## src/rtl/vid_fetch_sched.sv

```systemverilog
// Pixel-fetch scheduler: walks the frame buffer and issues 1- or 4-beat burst reads into the pixel FIFOs.
// Optional data-phase watchdog is compiled in when FETCH_TIMEOUT_EN is defined.
module vid_fetch_sched #(
    parameter int         FIFO_DEPTH     = 16,
    parameter int         URGENT_LVL     = 4,
    parameter logic [3:0] TARGET_ID      = 4'h0,
    parameter int         TIMEOUT_CYCLES = 255
) (
    input  logic        clk,
    input  logic        reset_n,
    input  logic        enable,
    input  logic        frame_start,
    input  logic [31:0] base_addr,
    input  logic [31:0] lineinc,
    input  logic [12:0] hsize_words,
    input  logic [12:0] vsize,
    input  logic [4:0]  fifo_level,
    input  logic        ackin,
    input  logic [2:0]  cmdin,
    input  logic [31:0] addrdatain,
    output logic [1:0]  reqout,
    output logic [3:0]  reqtar,
    output logic [2:0]  cmdout,
    output logic [1:0]  lenout,
    output logic [31:0] addrdataout,
    output logic        fifo_push,
    output logic [23:0] fifo_data,
    output logic        frame_done,
    output logic        frame_overrun,
    output logic        timeout_err
);

    typedef enum logic [2:0] {
        IDLE,
        WAIT_ROOM,
        REQ,
        ADDR,
        DATA,
        ADVANCE
    } state_t;

    state_t      state;
    logic [31:0] line_ptr;
    logic [31:0] addr;
    logic [12:0] words_left;
    logic [12:0] lines_left;
    logic [12:0] hsize_q;
    logic [2:0]  beat_cnt;
    logic        restart_pending;
`ifdef FETCH_TIMEOUT_EN
    logic [15:0] wd_cnt;
`endif

    logic [2:0]  beats;
    logic [1:0]  len_code;
    logic        room_ok;
    logic        urgent;
    logic        start_ok;
    logic        line_end;
    logic        last_line;
    logic [31:0] next_addr;

    always_comb begin
        beats     = (words_left >= 13'd4) ? 3'd4 : 3'd1;
        len_code  = (beats == 3'd4) ? 2'b10 : 2'b00;
        room_ok   = (FIFO_DEPTH - int'(fifo_level)) >= int'(beats);
        urgent    = int'(fifo_level) < URGENT_LVL;
        start_ok  = enable && (hsize_words != 13'd0) && (vsize != 13'd0);
        line_end  = (words_left == 13'(beats));
        last_line = line_end && (lines_left == 13'd1);
        next_addr = addr + {27'd0, beats, 2'b00};
    end

    // Outputs are registered alongside the state, so every transition also loads what the next state drives.
    always_ff @(posedge clk) begin
        if (!reset_n) begin
            state           <= IDLE;
            line_ptr        <= '0;
            addr            <= '0;
            words_left      <= '0;
            lines_left      <= '0;
            hsize_q         <= '0;
            beat_cnt        <= '0;
            restart_pending <= 1'b0;
            reqout          <= 2'b00;
            reqtar          <= 4'h0;
            cmdout          <= 3'b000;
            lenout          <= 2'b00;
            addrdataout     <= '0;
            fifo_push       <= 1'b0;
            fifo_data       <= '0;
            frame_done      <= 1'b0;
            frame_overrun   <= 1'b0;
            timeout_err     <= 1'b0;
`ifdef FETCH_TIMEOUT_EN
            wd_cnt          <= '0;
`endif
        end else begin
            fifo_push   <= 1'b0;
            frame_done  <= 1'b0;
            cmdout      <= 3'b000;
            lenout      <= 2'b00;
            addrdataout <= '0;

            // A restart requested mid-frame is deferred so the bus burst in flight always completes.
            if (frame_start && state != IDLE && state != ADVANCE) begin
                frame_overrun   <= 1'b1;
                restart_pending <= 1'b1;
            end

            case (state)
                IDLE: begin
                    restart_pending <= 1'b0;
                    reqout          <= 2'b00;
                    reqtar          <= 4'h0;
                    if (frame_start && start_ok) begin
                        line_ptr      <= base_addr;
                        addr          <= base_addr;
                        words_left    <= hsize_words;
                        hsize_q       <= hsize_words;
                        lines_left    <= vsize;
                        frame_overrun <= 1'b0;
                        timeout_err   <= 1'b0;
                        state         <= WAIT_ROOM;
                    end
                end

                WAIT_ROOM: begin
                    if (!enable) begin
                        state <= IDLE;
                    end else if (room_ok) begin
                        reqout <= urgent ? 2'b11 : 2'b01;
                        reqtar <= TARGET_ID;
                        state  <= REQ;
                    end
                end

                REQ: begin
                    if (ackin) begin
                        reqout      <= 2'b00;
                        reqtar      <= 4'h0;
                        cmdout      <= 3'b010;
                        lenout      <= len_code;
                        addrdataout <= addr;
                        beat_cnt    <= '0;
                        state       <= ADDR;
                    end else begin
                        reqout <= urgent ? 2'b11 : 2'b01;
                    end
                end

                ADDR: begin
`ifdef FETCH_TIMEOUT_EN
                    wd_cnt <= '0;
`endif
                    state <= DATA;
                end

                DATA: begin
                    if (cmdin == 3'b011) begin
                        fifo_push <= 1'b1;
                        fifo_data <= addrdatain[23:0];
                        beat_cnt  <= beat_cnt + 3'd1;
`ifdef FETCH_TIMEOUT_EN
                        wd_cnt    <= '0;
`endif
                        if (beat_cnt == beats - 3'd1)
                            state <= ADVANCE;
                    end
`ifdef FETCH_TIMEOUT_EN
                    else if (wd_cnt == 16'(TIMEOUT_CYCLES - 1)) begin
                        timeout_err <= 1'b1;
                        state       <= IDLE;
                    end else begin
                        wd_cnt <= wd_cnt + 16'd1;
                    end
`endif
                end

                ADVANCE: begin
                    if (restart_pending || (frame_start && !last_line)) begin
                        frame_overrun   <= 1'b1;
                        restart_pending <= 1'b0;
                        if (start_ok) begin
                            line_ptr   <= base_addr;
                            addr       <= base_addr;
                            words_left <= hsize_words;
                            hsize_q    <= hsize_words;
                            lines_left <= vsize;
                            state      <= WAIT_ROOM;
                        end else begin
                            state <= IDLE;
                        end
                    end else if (last_line) begin
                        frame_done <= 1'b1;
                        lines_left <= '0;
                        words_left <= '0;
                        // A new frame landing exactly on the last burst is a clean start, not an overrun.
                        if (frame_start && start_ok) begin
                            line_ptr      <= base_addr;
                            addr          <= base_addr;
                            words_left    <= hsize_words;
                            hsize_q       <= hsize_words;
                            lines_left    <= vsize;
                            frame_overrun <= 1'b0;
                            timeout_err   <= 1'b0;
                            state         <= WAIT_ROOM;
                        end else begin
                            state <= IDLE;
                        end
                    end else begin
                        if (line_end) begin
                            lines_left <= lines_left - 13'd1;
                            line_ptr   <= line_ptr + lineinc;
                            addr       <= line_ptr + lineinc;
                            words_left <= hsize_q;
                        end else begin
                            addr       <= next_addr;
                            words_left <= words_left - 13'(beats);
                        end
                        state <= enable ? WAIT_ROOM : IDLE;
                    end
                end

                default: state <= IDLE;
            endcase
        end
    end

endmodule

```

## config.mk

```make
export PLATFORM = sky130hd
export DESIGN_NAME = vid_fetch_sched
export DESIGN_NICKNAME = d
export VERILOG_FILES = /design/src/rtl/vid_fetch_sched.sv
export SDC_FILE = /design/constraint.sdc
export NUM_CORES = 1
export LEC_CHECK = 0
export ABC_CLOCK_PERIOD_IN_PS = 3600
export CORE_UTILIZATION = 49
export CTS_BUF_LIST = sky130_fd_sc_hd__clkbuf_2
export CTS_CLUSTER_SIZE = 16
export DETAILED_ROUTE_END_ITERATION = 8
export PLACE_DENSITY = 0.79
export SKIP_CTS_REPAIR_TIMING = 1
export SYNTH_ARGS = -nofsm -noshare
export SYNTH_HDL_FRONTEND = slang
export SYNTH_SLANG_ARGS = --single-unit
```

## constraint.sdc

```tcl
create_clock -name clk -period 3.6 [get_ports clk]
set_clock_uncertainty 0.1 [all_clocks]
set_input_delay 0.72 -clock clk [delete_from_list [all_inputs] [get_ports clk]]
set_output_delay 0.72 -clock clk [all_outputs]
set_load 0.01 [all_outputs]
```

* Word-level counts from Yosys, hierarchy flattened
Index checks and enable logic that the tools add are counted.
Storage, ports and cells: bits of input ports 135, output and inout port bits 71, word-level logic and storage cells 154, flip-flop bits (word level) 181
Cells by class: bitwise logic cells 2, equality and inequality tests 23, reduce and logical (&&, ||, !) cells 31, $lt $le $gt $ge 3, multiplexer cells 70, add/sub/neg operators 7
Operator list (count):
- $mux W32 | 9
- $mux W13 | 15
- $pmux W32 S2 | 2
- $pmux W13 S2 | 3
- $mux W3 | 11
- $add A32 B32 Y32 | 1
- $add A32 B5 Y32 | 1
- $reduce_bool A13 Y1 | 2
- $reduce_and A3 Y1 | 7
- $pmux W3 S6 | 1
- $ne A2 B2 Y1 const B | 8
- $mux W1 | 14
- $eq A13 B1 Y1 const B | 1
- $eq A13 B3 Y1 | 1
- $ge A13 B3 Y1 const B | 1
- $sub A13 B1 Y13 const B | 1
- $sub A13 B3 Y13 | 1
- $mux W2 | 6
- $mux W4 | 3
- $ne A3 B3 Y1 const B | 4
- $pmux W4 S3 | 1
- $eq A3 B2 Y1 const B | 3
- $eq A3 B3 Y1 const B | 3
- $reduce_and A2 Y1 | 4
- 21 further kinds | 33

* Depth between registers and ports, before layout
Gate-level depths: netlist of the first run.
word-level depth 9, depth in mapped cells 16, depth with buffers taken out 15

* Worst setup path after synthesis of the first run
Ideal clock, no wire load.
kind register -> register, start point register words_left[6], end point register addr[11], setup time 91 ps, period minus slack after synthesis 4004 ps, path buffers 3, data arrival time 3813 ps, cell stages (with the launch flop) 14, data required time 3409 ps, slack -404 ps, cell sequence dfxtp_1 > nor4_4 > nand2_1 > nor4_1 > ha_1 > and3b_1 > nand4_4 > nor2_2 > o21ai_2 > clkbuf_1 > clkbuf_1 > clkbuf_1 > nand2_1 > a311oi_1
On the way: longest elaborated chain between the ends 9, elaborated cells on any way between the ends 14, classes of those cells add/sub (1); order compare (1); eq/ne (2); mux (5); reduce/logical (5)
Ends and longest elaborated chain:
- start: declaration | line 45 | logic [12:0] words_left;
- start signal: assignment | line 119 | words_left <= hsize_words;
- start signal: assignment | line 187 | words_left <= hsize_words;
- start signal: assignment | line 202 | words_left <= hsize_words;
- branches (longest 9 deep; another with $add A32 B5 Y32)
- end signal: assignment | line 118 | addr <= base_addr;
- end signal: assignment | line 186 | addr <= base_addr;
- end signal: assignment | line 201 | addr <= base_addr;
- end: declaration | line 44 | logic [31:0] addr;
Parallel ways; which one is timed is not known. A chain may end at the register's enable or synchronous reset.

* Final worst setup path of the first run
start point register words_left[9], end point register addr[24]
The elaborated chain is that of the path after synthesis.

==> reports/qor.txt, run 1 <==
status: finished with violations
failing checks: setup timing
worst r2r src: words_left[9]$_SDFFE_PN0P_
Critical Path Sink Type: flop
setup_tns: -0.0822 ns
power per cell area: 340 nW/um^2
Final WS setup: -0.0756 ns
worst hold-check path type: input port to flop
IO Count: 206
f_max: 272 MHz
Mapped Area: 10,600 sq um
hpwl dp: 26.6 mm
Post-synth ARST share: 0
Port-buffer cells: 189
Iter 0 DRT Violations: 1,052
gr usage total: 0.318
Critical Path Start Type: flop
Ys Warns: 0
Die W: 149 um
worst IR drop on VDD: 0.000221 V
post-route cell area: 14,600 sq um
Post-Synth Simple-Gate Area: 0.246
sequential share of the synthesized area: 0.328
Hold Path Stages: 3
worst reg2reg setup slack: -0.08 ns
H-tree depth: 4
XOR/XNOR Fraction of Synth Area: 0.0547
Worst Hold End: fifo_data[4]$_SDFFE_PN0P_
Rel. slew slack: 0.366
PnR Total Power: 4.94 mW
pin count of the biggest net entering global routing: 69
Lkg Pwr: 5.69 nW
Primary FF master, synth: dfxtp_1
measured slew at the worst slew-check pin: 0.950 ns
layout cell share with drive strength beyond 1: 0.168
Post-Route WL: 37.2 mm
Routed WL per cell: 18.5 um
Worst Path Required: 4.21 ns
routed vias/inst: 6.07
num rows: 53
Area growth syn-to-layout: 37.8%
First-pass DRT Iterations: 9
Post-Syn Instances: 1,422
unrepaired setup endpoints after global routing: yes
worst-skew pair later-pin latency: 0.82 ns
number of synthesized register bits: 173
Pins Over Slew Limit: 0
Synth Area in Compound Gates: 0.268
post-synthesis average cell area: 7.43 sq um
Reg clk slew, reported paths: 0.30 ns
die area: 22,200 sq um
Sink Count: 173
Worst R2R End: addr[24]$_SDFFE_PN0P_
CP Class: flop to flop
Register-to-Register Path Depth: 16
GRT overflow: 0
number of synthesized flops with an enable pin: 0
drt drc: 0
Final Cycle Share: 1.02
pre-CTS WS: -0.534 ns
Layout Cells excl Fill: 2,004
initial antenna violation count: 1
Die Height: 149 um
CTS Buffer Depth: 2
Final Hold Viols: 0
Placed Cells incl. Taps: 1,944
Nets: 1,894
clk root buf: clkbuf_2
worst hold path startpoint: addrdatain[4]
Yosys cell types: 81
post-route antenna net violation count: 0
maximum capacitance violations: 0
Initial Utilization: 0.501
worst-path fanout max: 5
first-pass GRT wire length: 55.7 mm
fill count: 1,789
Period minus WS final: 3.68 ns
Vias: 12,173
mux cell area share after synthesis: 0.00296
Setup Viol. Count Final: 2
main combinational cell family by area after synthesis: compound AO/OA/AOI/OAI gates
CTS tree: done
core area: 21,100 sq um
vias in the first global route: 10,899
Worst EP arrival: 4.28 ns
CTS buffer count: 17
Synth Area in Adders: 0.0528
placed inst area: 13,600 sq um
routability cong.: 0.965
[Yosys cell counts (5+ instances only)]
| library cell | instances | area, sq um |
|---|---|---|
| nand2_1 | 189 | 709 |
| a31oi_1 | 15 | 93.8 |
| a22oi_1 | 10 | 75.1 |
| clkbuf_1 | 64 | 240 |
| buf_2 | 14 | 70.1 |
| a311oi_1 | 5 | 43.8 |
| o21ai_0 | 86 | 430 |
| o221ai_1 | 18 | 158 |
| nor2b_1 | 6 | 37.5 |
| nor2_1 | 174 | 653 |
| nand4_1 | 15 | 93.8 |
| a21oi_1 | 172 | 861 |
| o31ai_1 | 5 | 37.5 |
| dfxtp_1 | 173 | 3460 |
| nand2b_1 | 7 | 43.8 |
| inv_1 | 28 | 105 |
| nor3_1 | 51 | 255 |
| o22ai_1 | 30 | 188 |
| nand3_1 | 41 | 205 |
| nor4_1 | 11 | 68.8 |
| ha_1 | 43 | 538 |
| o21a_1 | 6 | 45.0 |
| xnor2_1 | 39 | 342 |
| a211oi_1 | 23 | 173 |
| a21o_1 | 6 | 45.0 |
| xor2_1 | 27 | 236 |
| buf_4 | 9 | 67.6 |
| o21bai_1 | 5 | 37.5 |
| o211ai_1 | 7 | 52.6 |
| and3_1 | 34 | 213 |
| a221oi_1 | 17 | 149 |
[per-layer routing]
| layer | vias to the layer above | wire [um] | global-route usage | part of all wire |
|---|---|---|---|---|
| li1 | 5733 | - | - | - |
| met1 | 5662 | 14900 | 0.410 | 0.40 |
| met2 | 662 | 17300 | 0.527 | 0.47 |
| met3 | 116 | 3520 | 0.0581 | 0.095 |
| met4 | 0 | 1430 | 0.120 | 0.039 |
| met5 | - | 0 | 0 | 0 |
[worst max path at each step]
stage	endpoint	cells after the start	startpoint	slack [ns]
floorplan	addr[31]$_SDFFE_PN0P_	15	words_left[6]$_SDFFE_PN0P_	0.02
global placement	addr[27]$_SDFFE_PN0P_	13	lineinc[1]	-0.53
detailed placement	addr[27]$_SDFFE_PN0P_	13	lineinc[1]	-0.53
CTS	addr[31]$_SDFFE_PN0P_	16	words_left[6]$_SDFFE_PN0P_	-0.15
global route	addr[28]$_SDFFE_PN0P_	17	words_left[9]$_SDFFE_PN0P_	-0.15
finish	addr[24]$_SDFFE_PN0P_	16	words_left[9]$_SDFFE_PN0P_	-0.08
[area by class of cell]
class / instances / area (sq um) / share of cell area
multi-input combinational: 1138 / 7010 / 0.482
sequential: 173 / 3470 / 0.238
timing repair buffer: 356 / 3380 / 0.232
tap: 275 / 344 / 0.0236
clock inverter: 15 / 149 / 0.0102
inverter: 29 / 113 / 0.00773
clock buffer: 17 / 85.1 / 0.00584
antenna: 1 / 2.50 / 0.000172
[power breakdown]
group | internal, mW | switching (mW) | total (mW)
Combinational | 0.819 | 0.944 | 1.76
Sequential | 2.02 | 0.123 | 2.14
Clock | 0.225 | 0.814 | 1.04
[layout by cell type (no fill, tap or decap), types with 11 or more instances in the layout]
cell             netlist  layout
nand4_1               15      15
o22ai_1               30      26
nand2_1              189     185
buf_6                  1      11
a211oi_1              23      19
o21ai_0               86      80
o221ai_1              18      13
a221oi_1              17      17
buf_4                  9     141
clkbuf_2               0      17
a21oi_1              172     166
a31oi_1               15      15
ha_1                  43      39
dfxtp_1              173     169
nand3_1               41      39
nor2_1               174     165
xor2_1                27      27
and3_1                34      33
nor3_1                51      44
xnor2_1               39      39
clkdlybuf4s50_1        0     188
inv_1                 28      27
[metrics by stage]
stage / hold WS, ns / util
floorplan: 0.332 / -
global placement: 0.340 / 0.645
detailed placement: 0.346 / 0.645
CTS: 0.250 / 0.656
global route: 0.217 / 0.691
finish: 0.288 / 0.691
[state kept, by name (all words and copies together), names as in the netlist]
register	count
hsize_q	13
cmdout	1
lenout	1
fifo_data	24
addr	32
addrdataout	32
words_left	13
lines_left	13
restart_pending	1
frame_done	1
reqout	2
frame_overrun	1
beat_cnt	3
state	3
line_ptr	32
fifo_push	1
[logic make-up after synthesis]
kind of cell,after synthesis
muxes,3
and+or+nand+nor,564
xor gates and xnor gates,66
adders and majority gates,44
other,1
DFF,173
AOI/OAI and AO/OA,452
buffers and inverters,119
[critical path, cell delays in order, from the launching register on]
cell and delay, ns:
dfxtp_4 0.43, nor4_4 0.35, nand2_2 0.13, nor4_4 0.38, buf_6 0.18, buf_4 0.12, ha_4 0.13, ha_2 0.18
a21o_1 0.17, nand4_1 0.18, nor2_2 0.21, and2_4 0.19, nand3_4 0.13, o32ai_1 0.26, nor2_1 0.08, a311oi_1 0.26
nor3_1 0.07
Power figures use the tool's default switching activity.
==> inputs of run 2 (changes only) <==
SLEW_MARGIN = 30   (was default)
==> results of run 2 <==
The final DEF is identical to that of run 1; final timing and power are the same.
==> inputs of run 3 (changes only) <==
CORE_MARGIN = 2   (was default)
==> reports/qor.txt, run 3 (synthesis gave the netlist of run 1 again) <==
commonest non-fill, non-tap cells in the layout: 188 x clkdlybuf4s50_1, 186 x nand2_1, 170 x a21oi_1, 170 x dfxtp_1, 162 x nor2_1 (was 188 x clkdlybuf4s50_1, 185 x nand2_1, 169 x dfxtp_1, 166 x a21oi_1, 165 x nor2_1)
unrepaired setup endpoints after global routing: yes (unchanged)
Crit path depth: 17 (was 16)
Port-buffer cells: 189 (unchanged)
core area: 21,100 sq um (unchanged)
worst-path fanout max: 10 (was 5)
Final Hold Viols: 0 (unchanged)
f_max: 273 MHz (was 272 MHz)
most used cell, CP: nor4_4 (unchanged)
Period minus WS final: 3.66 ns (was 3.68 ns)
measured slew at the worst slew-check pin: 0.954 ns (was 0.950 ns)
CTS buffer count: 17 (unchanged)
first-pass GRT wire length: 55.5 mm (was 55.7 mm)
worst IR drop on VDD: 0.000246 V (was 0.000221 V)
initial antenna violation count: 0 (was 1)
Rel. slew slack: 0.364 (was 0.366)
CTS tree: done (unchanged)
fill count: 1,756 (was 1,789)
H-tree depth: 4 (unchanged)
pin count of the biggest net entering global routing: 69 (unchanged)
CP max stage delay: 0.42 ns (was 0.43 ns)
gr usage total: 0.308 (was 0.318)
CP max stage cell: dfxtp_4 (unchanged)
worst-skew pair later-pin latency: 0.84 ns (was 0.82 ns)
Initial Utilization: 0.501 (unchanged)
clk root buf: clkbuf_2 (unchanged)
Final WS setup: -0.0602 ns (was -0.0756 ns)
CTS Buffer Depth: 2 (unchanged)
crit path capture: line_ptr[3]$_SDFFE_PN0P_ (was addr[24]$_SDFFE_PN0P_)
Top Registers: addr: 32 flops, addrdataout: 32 flops, line_ptr: 32 flops (unchanged)
worst reg2reg setup slack: -0.06 ns (was -0.08 ns)
Critical Path Sink Type: flop (unchanged)
Reg clk slew, reported paths: 0.31 ns (was 0.30 ns)
post-route antenna net violation count: 0 (unchanged)
worst hold path startpoint: reset_n (was addrdatain[4])
Die W: 151 um (was 149 um)
IO Count: 206 (unchanged)
First-pass DRT Iterations: 7 (was 9)
Vias: 12,062 (was 12,173)
Worst Path Required: 4.26 ns (was 4.21 ns)
Iter 0 DRT Violations: 1,050 (was 1,052)
power per cell area: 350 nW/um^2 (was 340 nW/um^2)
Area growth syn-to-layout: 35.0% (was 37.8%)
CP Launch Point: words_left[9]$_SDFFE_PN0P_ (unchanged)
Lkg Pwr: 5.55 nW (was 5.69 nW)
Nets: 1,871 (was 1,894)
Pins Over Slew Limit: 0 (unchanged)
routed vias/inst: 6.09 (was 6.07)
maximum capacitance violations: 0 (unchanged)
Critical Path Start Type: flop (unchanged)
CP delay by family, top: simple AND/OR/NAND/NOR gates (unchanged)
Post-Route WL: 36.5 mm (was 37.2 mm)
CP Class: flop to flop (unchanged)
worst r2r src: words_left[9]$_SDFFE_PN0P_ (unchanged)
die area: 22,800 sq um (was 22,200 sq um)
failing checks: setup timing (unchanged)
Worst EP arrival: 4.32 ns (was 4.28 ns)
status: finished with violations (unchanged)
layout cell share with drive strength beyond 1: 0.151 (was 0.168)
crit path cell chain: nor4_4 -> nand2_2 -> nor4_4 -> buf_12 -> ha_1 -> and3b_2 -> and4_4 -> nand2_4 -> a21oi_4 -> nor3_2 -> a21oi_2 -> a21boi_4 -> buf_4 -> clkbuf_16 -> nor3_1 -> a21oi_1 -> nor2_1 (was nor4_4 -> nand2_2 -> nor4_4 -> buf_6 -> buf_4 -> ha_4 -> ha_2 -> a21o_1 -> nand4_1 -> nor2_2 -> and2_4 -> nand3_4 -> o32ai_1 -> nor2_1 -> a311oi_1 -> nor3_1)
GRT overflow: 0 (unchanged)
worst hold-check path type: input port to flop (unchanged)
Die Height: 151 um (was 149 um)
Sink Count: 173 (unchanged)
Register-to-Register Path Depth: 17 (was 16)
commonest non-fill, non-tap cell in the layout: clkdlybuf4s50_1 (unchanged)
Worst R2R End: line_ptr[3]$_SDFFE_PN0P_ (was addr[24]$_SDFFE_PN0P_)
num rows: 53 (unchanged)
Setup Viol. Count Final: 11 (was 2)
# diodes: 0 (was 1)
Final Cycle Share: 1.02 (about the same)
vias in the first global route: 11,008 (was 10,899)
drt drc: 0 (unchanged)
routability cong.: 0.978 (was 0.965)
PnR Total Power: 5.00 mW (was 4.94 mW)
hpwl dp: 26.3 mm (was 26.6 mm)
CP bufs+invs: 3 (was 2)
utilization after layout: 0.677 (was 0.691)
Routed WL per cell: 18.4 um (was 18.5 um)
[run 3: how the worst min path moves through the flow]
stage / endpoint / slack [ns] / cells after the start
floorplan: addr[0]$_SDFFE_PN0P_ / 0.33 / 2
global placement: addr[1]$_SDFFE_PN0P_ / 0.34 / 2
detailed placement: addr[0]$_SDFFE_PN0P_ / 0.34 / 2
CTS: line_ptr[12]$_SDFFE_PN0P_ / 0.16 / 3
global route: line_ptr[12]$_SDFFE_PN0P_ / 0.11 / 3
finish: line_ptr[12]$_SDFFE_PN0P_ / 0.15 / 3
[run 3: power by group]
group | switching, mW | leakage [nW] | internal (mW) | total [mW]
Sequential | 0.117 | 1.41 | 2.02 | 2.14
Combinational | 0.913 | 3.98 | 0.765 | 1.68
Clock | 0.819 | 0.164 | 0.365 | 1.18
[run 3: cell type report]
type / instances / area, sq um / area share
timing repair buffer: 334 / 3130 / 0.219
inverter: 29 / 115 / 0.00807
tap: 275 / 344 / 0.0241
multi-input combinational: 1137 / 6930 / 0.486
sequential: 173 / 3470 / 0.243
clock buffer: 17 / 85.1 / 0.00596
clock inverter: 15 / 200 / 0.0140
[run 3: per-layer routing]
layer | vias up | part of all wire | GRT usage
met5 | - | 0.0011 | 0
met4 | 2 | 0.035 | 0.0902
met3 | 130 | 0.11 | 0.0738
met2 | 716 | 0.45 | 0.503
met1 | 5527 | 0.40 | 0.404
li1 | 5687 | - | -
[run 3: tightest hold or removal path, delay by kind of cell]
family / cells / cell delay, ns
simple gates: 1 / 0.11
compound gates: 1 / 0.05
buf+inv: 1 / 0.22
[run 3: metrics by stage]
stage	hold slack, ns	TNS, ns	instances	instance area (sq um)	setup slack [ns]
6_report	0.153	-0.369	1980	14300	-0.0602
5_1_grt	0.108	-6.40	1980	14300	-0.196
4_1_cts	0.158	-0.688	1967	13800	-0.0741
3_5_place_dp	0.344	-6.71	1935	13500	-0.513
3_3_place_gp	0.340	-5.19	1935	13500	-0.505
2_1_floorplan	0.332	0	1429	10600	0.0152
